===== src/rtl/day1_pkg.sv =====
// Shared constants and FSM state type for the Day 1 stream sequencer.
package day1_pkg;

    localparam int unsigned MAG_W_DEF = 16;

    localparam logic [7:0] CH_L  = 8'h4C;
    localparam logic [7:0] CH_R  = 8'h52;
    localparam logic [7:0] CH_LF = 8'h0A;
    localparam logic [7:0] CH_CR = 8'h0D;
    localparam logic [7:0] CH_0  = 8'h30;
    localparam logic [7:0] CH_9  = 8'h39;

    typedef enum logic [2:0] {
        StIdle,
        StClear,
        StDir,
        StNum,
        StDrain,
        StDone,
        StError
    } state_e;

endpackage


===== src/rtl/day1_dec_acc.sv =====
// Saturating decimal accumulator: acc = acc*10 + digit, clamped at 2^MAG_W-1.
module day1_dec_acc
    import day1_pkg::*;
#(
    parameter int unsigned MAG_W = MAG_W_DEF
) (
    input  logic             clock,
    input  logic             clear,
    input  logic             load_zero,
    input  logic             digit_valid,
    input  logic [3:0]       digit,
    output logic [MAG_W-1:0] acc,
    output logic             sat
);

    localparam int unsigned WW = MAG_W + 4;
    localparam logic [WW-1:0] MAX_W = {4'b0000, {MAG_W{1'b1}}};

    logic [MAG_W-1:0] acc_q, acc_d;
    logic [WW-1:0]    acc_w, prod_w;

    always_comb begin
        acc_w  = {4'b0000, acc_q};
        // x10 as x8 + x2; four guard bits hold the worst case (max*10 + 9)
        prod_w = (acc_w << 3) + (acc_w << 1) + {{(WW - 4){1'b0}}, digit};
        sat    = digit_valid && (prod_w > MAX_W);
        acc_d  = acc_q;
        if (load_zero) begin
            acc_d = '0;
        end else if (digit_valid) begin
            acc_d = sat ? {MAG_W{1'b1}} : prod_w[MAG_W-1:0];
        end
    end

    always_ff @(posedge clock) begin
        if (clear) begin
            acc_q <= '0;
        end else begin
            acc_q <= acc_d;
        end
    end

    assign acc = acc_q;

endmodule


===== src/rtl/day1_stream_sequencer.sv =====
// Decodes an ASCII "L68\n"-style byte stream into direction/magnitude strobes for the dial
// datapath, and reports busy/done/error run status.
module day1_stream_sequencer
    import day1_pkg::*;
#(
    parameter int unsigned MAG_W = MAG_W_DEF,
    parameter int unsigned CNT_W = 32
) (
    input  logic             clock,
    input  logic             clear,
    input  logic             start,
    input  logic [7:0]       in_data,
    input  logic             in_valid,
    input  logic             in_last,
    output logic             in_ready,
    output logic             dp_clear,
    output logic             instruction_valid,
    output logic             direction,
    output logic [MAG_W-1:0] magnitude,
    output logic             busy,
    output logic             done,
    output logic             error,
    output logic             overflow,
    output logic [CNT_W-1:0] instr_count
);

    state_e           state_q, state_d;
    logic             issue_q, issue_d;
    logic             dir_q, dir_d;
    logic             seen_q, seen_d;
    logic             overflow_q;
    logic [CNT_W-1:0] count_q;

    logic             accept;
    logic             is_digit;
    logic             load_zero;
    logic             digit_valid;
    logic             acc_clear;
    logic             sat;
    logic [MAG_W-1:0] acc;

    assign accept    = in_valid & in_ready;
    assign is_digit  = (in_data >= CH_0) && (in_data <= CH_9);
    assign acc_clear = clear || (state_q == StClear);

    day1_dec_acc #(
        .MAG_W (MAG_W)
    ) u_dec_acc (
        .clock       (clock),
        .clear       (acc_clear),
        .load_zero   (load_zero),
        .digit_valid (digit_valid),
        .digit       (in_data[3:0]),
        .acc         (acc),
        .sat         (sat)
    );

    always_ff @(posedge clock) begin
        if (clear) begin
            state_q <= StIdle;
        end else begin
            state_q <= state_d;
        end
    end

    always_comb begin
        state_d     = state_q;
        issue_d     = 1'b0;
        dir_d       = dir_q;
        seen_d      = seen_q;
        load_zero   = 1'b0;
        digit_valid = 1'b0;
        case (state_q)
            StIdle, StDone, StError: begin
                if (start) state_d = StClear;
            end
            StClear: begin
                dir_d   = 1'b0;
                seen_d  = 1'b0;
                state_d = StDir;
            end
            StDir: begin
                if (accept) begin
                    if (in_data == CH_L || in_data == CH_R) begin
                        dir_d     = (in_data == CH_R);
                        seen_d    = 1'b0;
                        load_zero = 1'b1;
                        state_d   = in_last ? StError : StNum;
                    end else if (in_data == CH_LF || in_data == CH_CR) begin
                        if (in_last) state_d = StDrain;
                    end else begin
                        state_d = StError;
                    end
                end
            end
            StNum: begin
                if (accept) begin
                    if (is_digit) begin
                        digit_valid = 1'b1;
                        seen_d      = 1'b1;
                        if (in_last) begin
                            issue_d = 1'b1;
                            state_d = StDrain;
                        end
                    end else if (in_data == CH_CR) begin
                        if (in_last) state_d = StError;
                    end else if (in_data == CH_LF && seen_q) begin
                        issue_d = 1'b1;
                        state_d = in_last ? StDrain : StDir;
                    end else begin
                        state_d = StError;
                    end
                end
            end
            StDrain: begin
                // Hold through a pending final pulse so DRAIN follows it by a full cycle
                if (!issue_q) state_d = StDone;
            end
            default: state_d = StIdle;
        endcase
    end

    always_ff @(posedge clock) begin
        if (clear) begin
            issue_q    <= 1'b0;
            dir_q      <= 1'b0;
            seen_q     <= 1'b0;
            overflow_q <= 1'b0;
            count_q    <= '0;
        end else begin
            issue_q <= issue_d;
            dir_q   <= dir_d;
            seen_q  <= seen_d;
            if (state_q == StClear) begin
                overflow_q <= 1'b0;
                count_q    <= '0;
            end else begin
                if (sat) overflow_q <= 1'b1;
                if (issue_d) count_q <= count_q + CNT_W'(1);
            end
        end
    end

    always_comb begin
        in_ready = (state_q == StDir) || (state_q == StNum);
        dp_clear = (state_q == StClear);
        busy     = (state_q == StClear) || (state_q == StDir) || (state_q == StNum) ||
                   (state_q == StDrain);
        done     = (state_q == StDone);
        error    = (state_q == StError);
    end

    // The accumulator is only zeroed after a pulse cycle, so it is the issued magnitude
    assign instruction_valid = issue_q;
    assign direction         = dir_q;
    assign magnitude         = acc;
    assign overflow          = overflow_q;
    assign instr_count       = count_q;

endmodule


===== config.mk =====
export PLATFORM = sky130hd
export DESIGN_NAME = day1_stream_sequencer
export DESIGN_NICKNAME = d
export VERILOG_FILES = /design/src/rtl/day1_pkg.sv /design/src/rtl/day1_dec_acc.sv /design/src/rtl/day1_stream_sequencer.sv
export SDC_FILE = /design/constraint.sdc
export NUM_CORES = 1
export LEC_CHECK = 0
export CELL_PAD_IN_SITES_DETAIL_PLACEMENT = 0
export CELL_PAD_IN_SITES_GLOBAL_PLACEMENT = 2
export CORE_AREA = 2 2 159 83
export CTS_CLUSTER_DIAMETER = 30
export CTS_CLUSTER_SIZE = 20
export DETAILED_ROUTE_END_ITERATION = 10
export DIE_AREA = 0 0 161 85
export PLACE_DENSITY_LB_ADDON = 0.1
export SLEW_MARGIN = 20
export SYNTH_ARGS = -nofsm -noshare
export SYNTH_HDL_FRONTEND = slang
export SYNTH_SLANG_ARGS = --single-unit

===== constraint.sdc =====
create_clock -name clock -period 4.55 [get_ports clock]
set_input_delay 0.6825 -clock clock [delete_from_list [all_inputs] [get_ports clock]]
set_output_delay 0.6825 -clock clock [all_outputs]
set_load 0.005 [all_outputs]

==> impl_metrics.csv <==
group,metric,value,unit
run_status,status,"finished clean",
placed_design,place_congestion,0.862,
layout,mostFrequentLayoutCell,"clkdlybuf4s50_1",
synthesis,syn_nets,503,
cts,htree_levels,2,
min_path,hold_path_class,"register to register",
grt,grt_first_pass_wirelength,18900,µm
routing,vias,3551,
floorplanning,die_w,161,µm
synthesis,synthDistinctLibCells,56,
sta,finalSetupViolations,0,
sta,fmax,0.253,GHz
synthesis,synth_seq_cells,55,
pwr,total_power,1280,µW
placed_design,dp_hpwl,9240,µm
sta,final.setup_skew,0.00663,ns
floorplanning,die-area,13700,µm²
routing,first_pass_iters,4,
routing,drt_drc_violations_left,0,
cts,cts_root_buffer,"clkbuf_16",
cts,clock_path_buffers,2,
grt,grt_max_degree,34,
sta,final.setup.tns,0,ns
synthesis,ys_async_sr_fraction,0,%
routing,ant_nets,0,
setup_path,cp_slowest_cell,"clkdlybuf4s50_1",
grt,antenna_found_initial,0,
setup_path,start_kind,"input port",
synthesis,synth_ff_type,"dfxtp_1",
pwr,powerDensity,267,nW/µm²
sta,slew_violations,0,
floorplanning,rows,29,
routing,avgRoutedWirePerCell,17.0,µm
floorplanning,coreArea,12300,µm²
layout,nets,565,
cts,cts_made_buffers,5,
setup_path,cp_cell_sequence,"clkdlybuf4s50_1 > inv_1 > fa_1 > inv_1 > ha_1 > a211oi_2 > o21ai_0 > a31oi_1 > o31ai_1 > nor4_4 > buf_4 > a31oi_1",
min_path,whs_path_depth,2,
setup_path,cp_data_arrival_time,4.13,ns
floorplanning,dieHeight,85,µm
routing,post_drt_via_cell_ratio,5.15,
grt,grt_use_total,17.5,%
sta,holdWs,0.487,ns
pwr,p_leak,0.00184,µW
synthesis,syn_avg_cell_area,8.20,µm²
synthesis,ys_seq_area_share,29.4,%
cts,clock-sinks,55,
layout,final_cell_mix,"clkdlybuf4s50_1, dfxtp_1, nor2_1, o21ai_0, a21oi_1",
pwr,irDropWorstVdd,0.218,mV
setup_path,critical_path_class,"input port to register",
setup_path,endpoint_kind,"register",
layout,final_cells,689,
sta,hold_viol_final,0,
routing,drt-total-wl,11700,µm
cts,cts_resized,0,
routing,drtIter0Drc,287,
cts,clock_latency,0.30,ns
layout,syn2layout_area_growth,27.7,%
grt,first_global_vias,3272,
sta,fin_crit_sh,87.0,%
setup_path,cp.required,4.72,ns
floorplanning,start_util,30.3,%
cts,path_clk_slew,0.07,ns
setup_path,worst_path_largest_cell_delay,0.55,ns
sta,slew_headroom,53.6,%
cts,cts_tree,"yes",
synthesis,synth_edf_count,0,
setup_path,crit_path_max_fanout,10,
placed_design,dp.cells,681,
setup_path,ff2ff_setup_slack,1.14,ns
sta,min_period,3.96,ns
layout,drive_gt1_share,4.62,%
grt,grt_overflow,0,
cts,holdBufCountCts,0,
sta,rsz0062_at_grt,"false",
synthesis,yosys_warnings,0,
sta,max_slew.worst_pin.slew,0.697,ns
layout,post-route-util,38.7,%
synthesis,synth_cells,456,
run,cap_violations,0,
cts,postCtsSetupBuffers,0,
setup_path,r2r_cells,11,
floorplanning,io_pins,69,
layout,antenna_cells,0,
placed_design,io_buffers,68,
synthesis,synth_area,3740,µm²
==> synth_stat cells, types with 6 or more instances <==
cell | n | area share, %
a211oi_1 | 6 | 1.2
inv_1 | 18 | 1.8
ha_1 | 32 | 11
a21oi_1 | 34 | 4.5
clkbuf_1 | 12 | 1.2
and3_1 | 15 | 2.5
o21ai_0 | 38 | 5.1
xnor2_1 | 19 | 4.4
xor2_1 | 21 | 4.9
dfxtp_1 | 55 | 29
nand4_1 | 11 | 1.8
nor2_1 | 47 | 4.7
nand2_1 | 26 | 2.6
nand3_1 | 18 | 2.4
a31oi_1 | 15 | 2.5
nor3_1 | 10 | 1.3
and2_1 | 6 | 1.0
==> routing by layer <==
layer  routed length (µm)  up-vias  share of wire [%]  track usage (%)
met5                    0        -                  0                0
met1                 7130     1643                 61             32.0
met4                   38        0               0.32             1.46
met3                  840        5                7.2             3.62
met2                 3740      104                 32             19.3
li1                     -     1799                  -                -
==> cell type report <==
| type | count | area [µm²] |
|---|---|---|
| fill | 1302 | 7560 |
| multi-input combinational | 366 | 2490 |
| tap | 170 | 213 |
| timing repair buffer | 72 | 711 |
| clock buffer | 5 | 125 |
| clock inverter | 3 | 67.6 |
| sequential | 55 | 1100 |
| inverter | 18 | 67.6 |
==> path summary, 6_finish.rpt <==
check,to,from
setup reg to reg,u_dec_acc.acc[4],u_dec_acc.acc[0]
setup / recovery,u_dec_acc.acc[4],in_data[3]
hold reg to reg,overflow,overflow
hold / removal,overflow,overflow
==> power by group <==
part	switching [µW]	leakage, µW	internal [µW]
Combinational	138	0.00130	105
Clock	188	0.0000900	316
Sequential	36.6	0.000443	493
Total	363	0.00184	914
==> sequential cells by signal (all words and copies together), names as in the netlist <==
register,count
state_q,3
instr_count,32
overflow,1
seen_q,1
u_dec_acc.acc,16
instruction_valid,1
direction,1
==> stage by stage <==
stage	instance area [µm²]	setup slack, ns
final	4780	0.592
after global routing	4780	0.297
after CTS	4780	0.596
after detailed placement	4580	0.310
after global placement	4580	0.367
after floorplan	3740	1.20
==> kinds of logic after synthesis <==
| family | after synthesis | share of synthesized area [%] |
|---|---|---|
| buf+inv | 35 | 3.91 |
| fa+ha+maj | 34 | 11.8 |
| xor+xnor | 40 | 9.37 |
| mux | 2 | 0.535 |
| compound gates | 124 | 20.7 |
| flops | 55 | 29.4 |
| simple gates | 166 | 24.2 |
==> critical path, delay by kind of cell <==
kind            cells  cell delay, ns
compound gates      5            1.27
simple gates        1            0.35
buf+inv             4            0.98
fa+ha+maj           2            0.85
(Power assumes the default switching activity.)
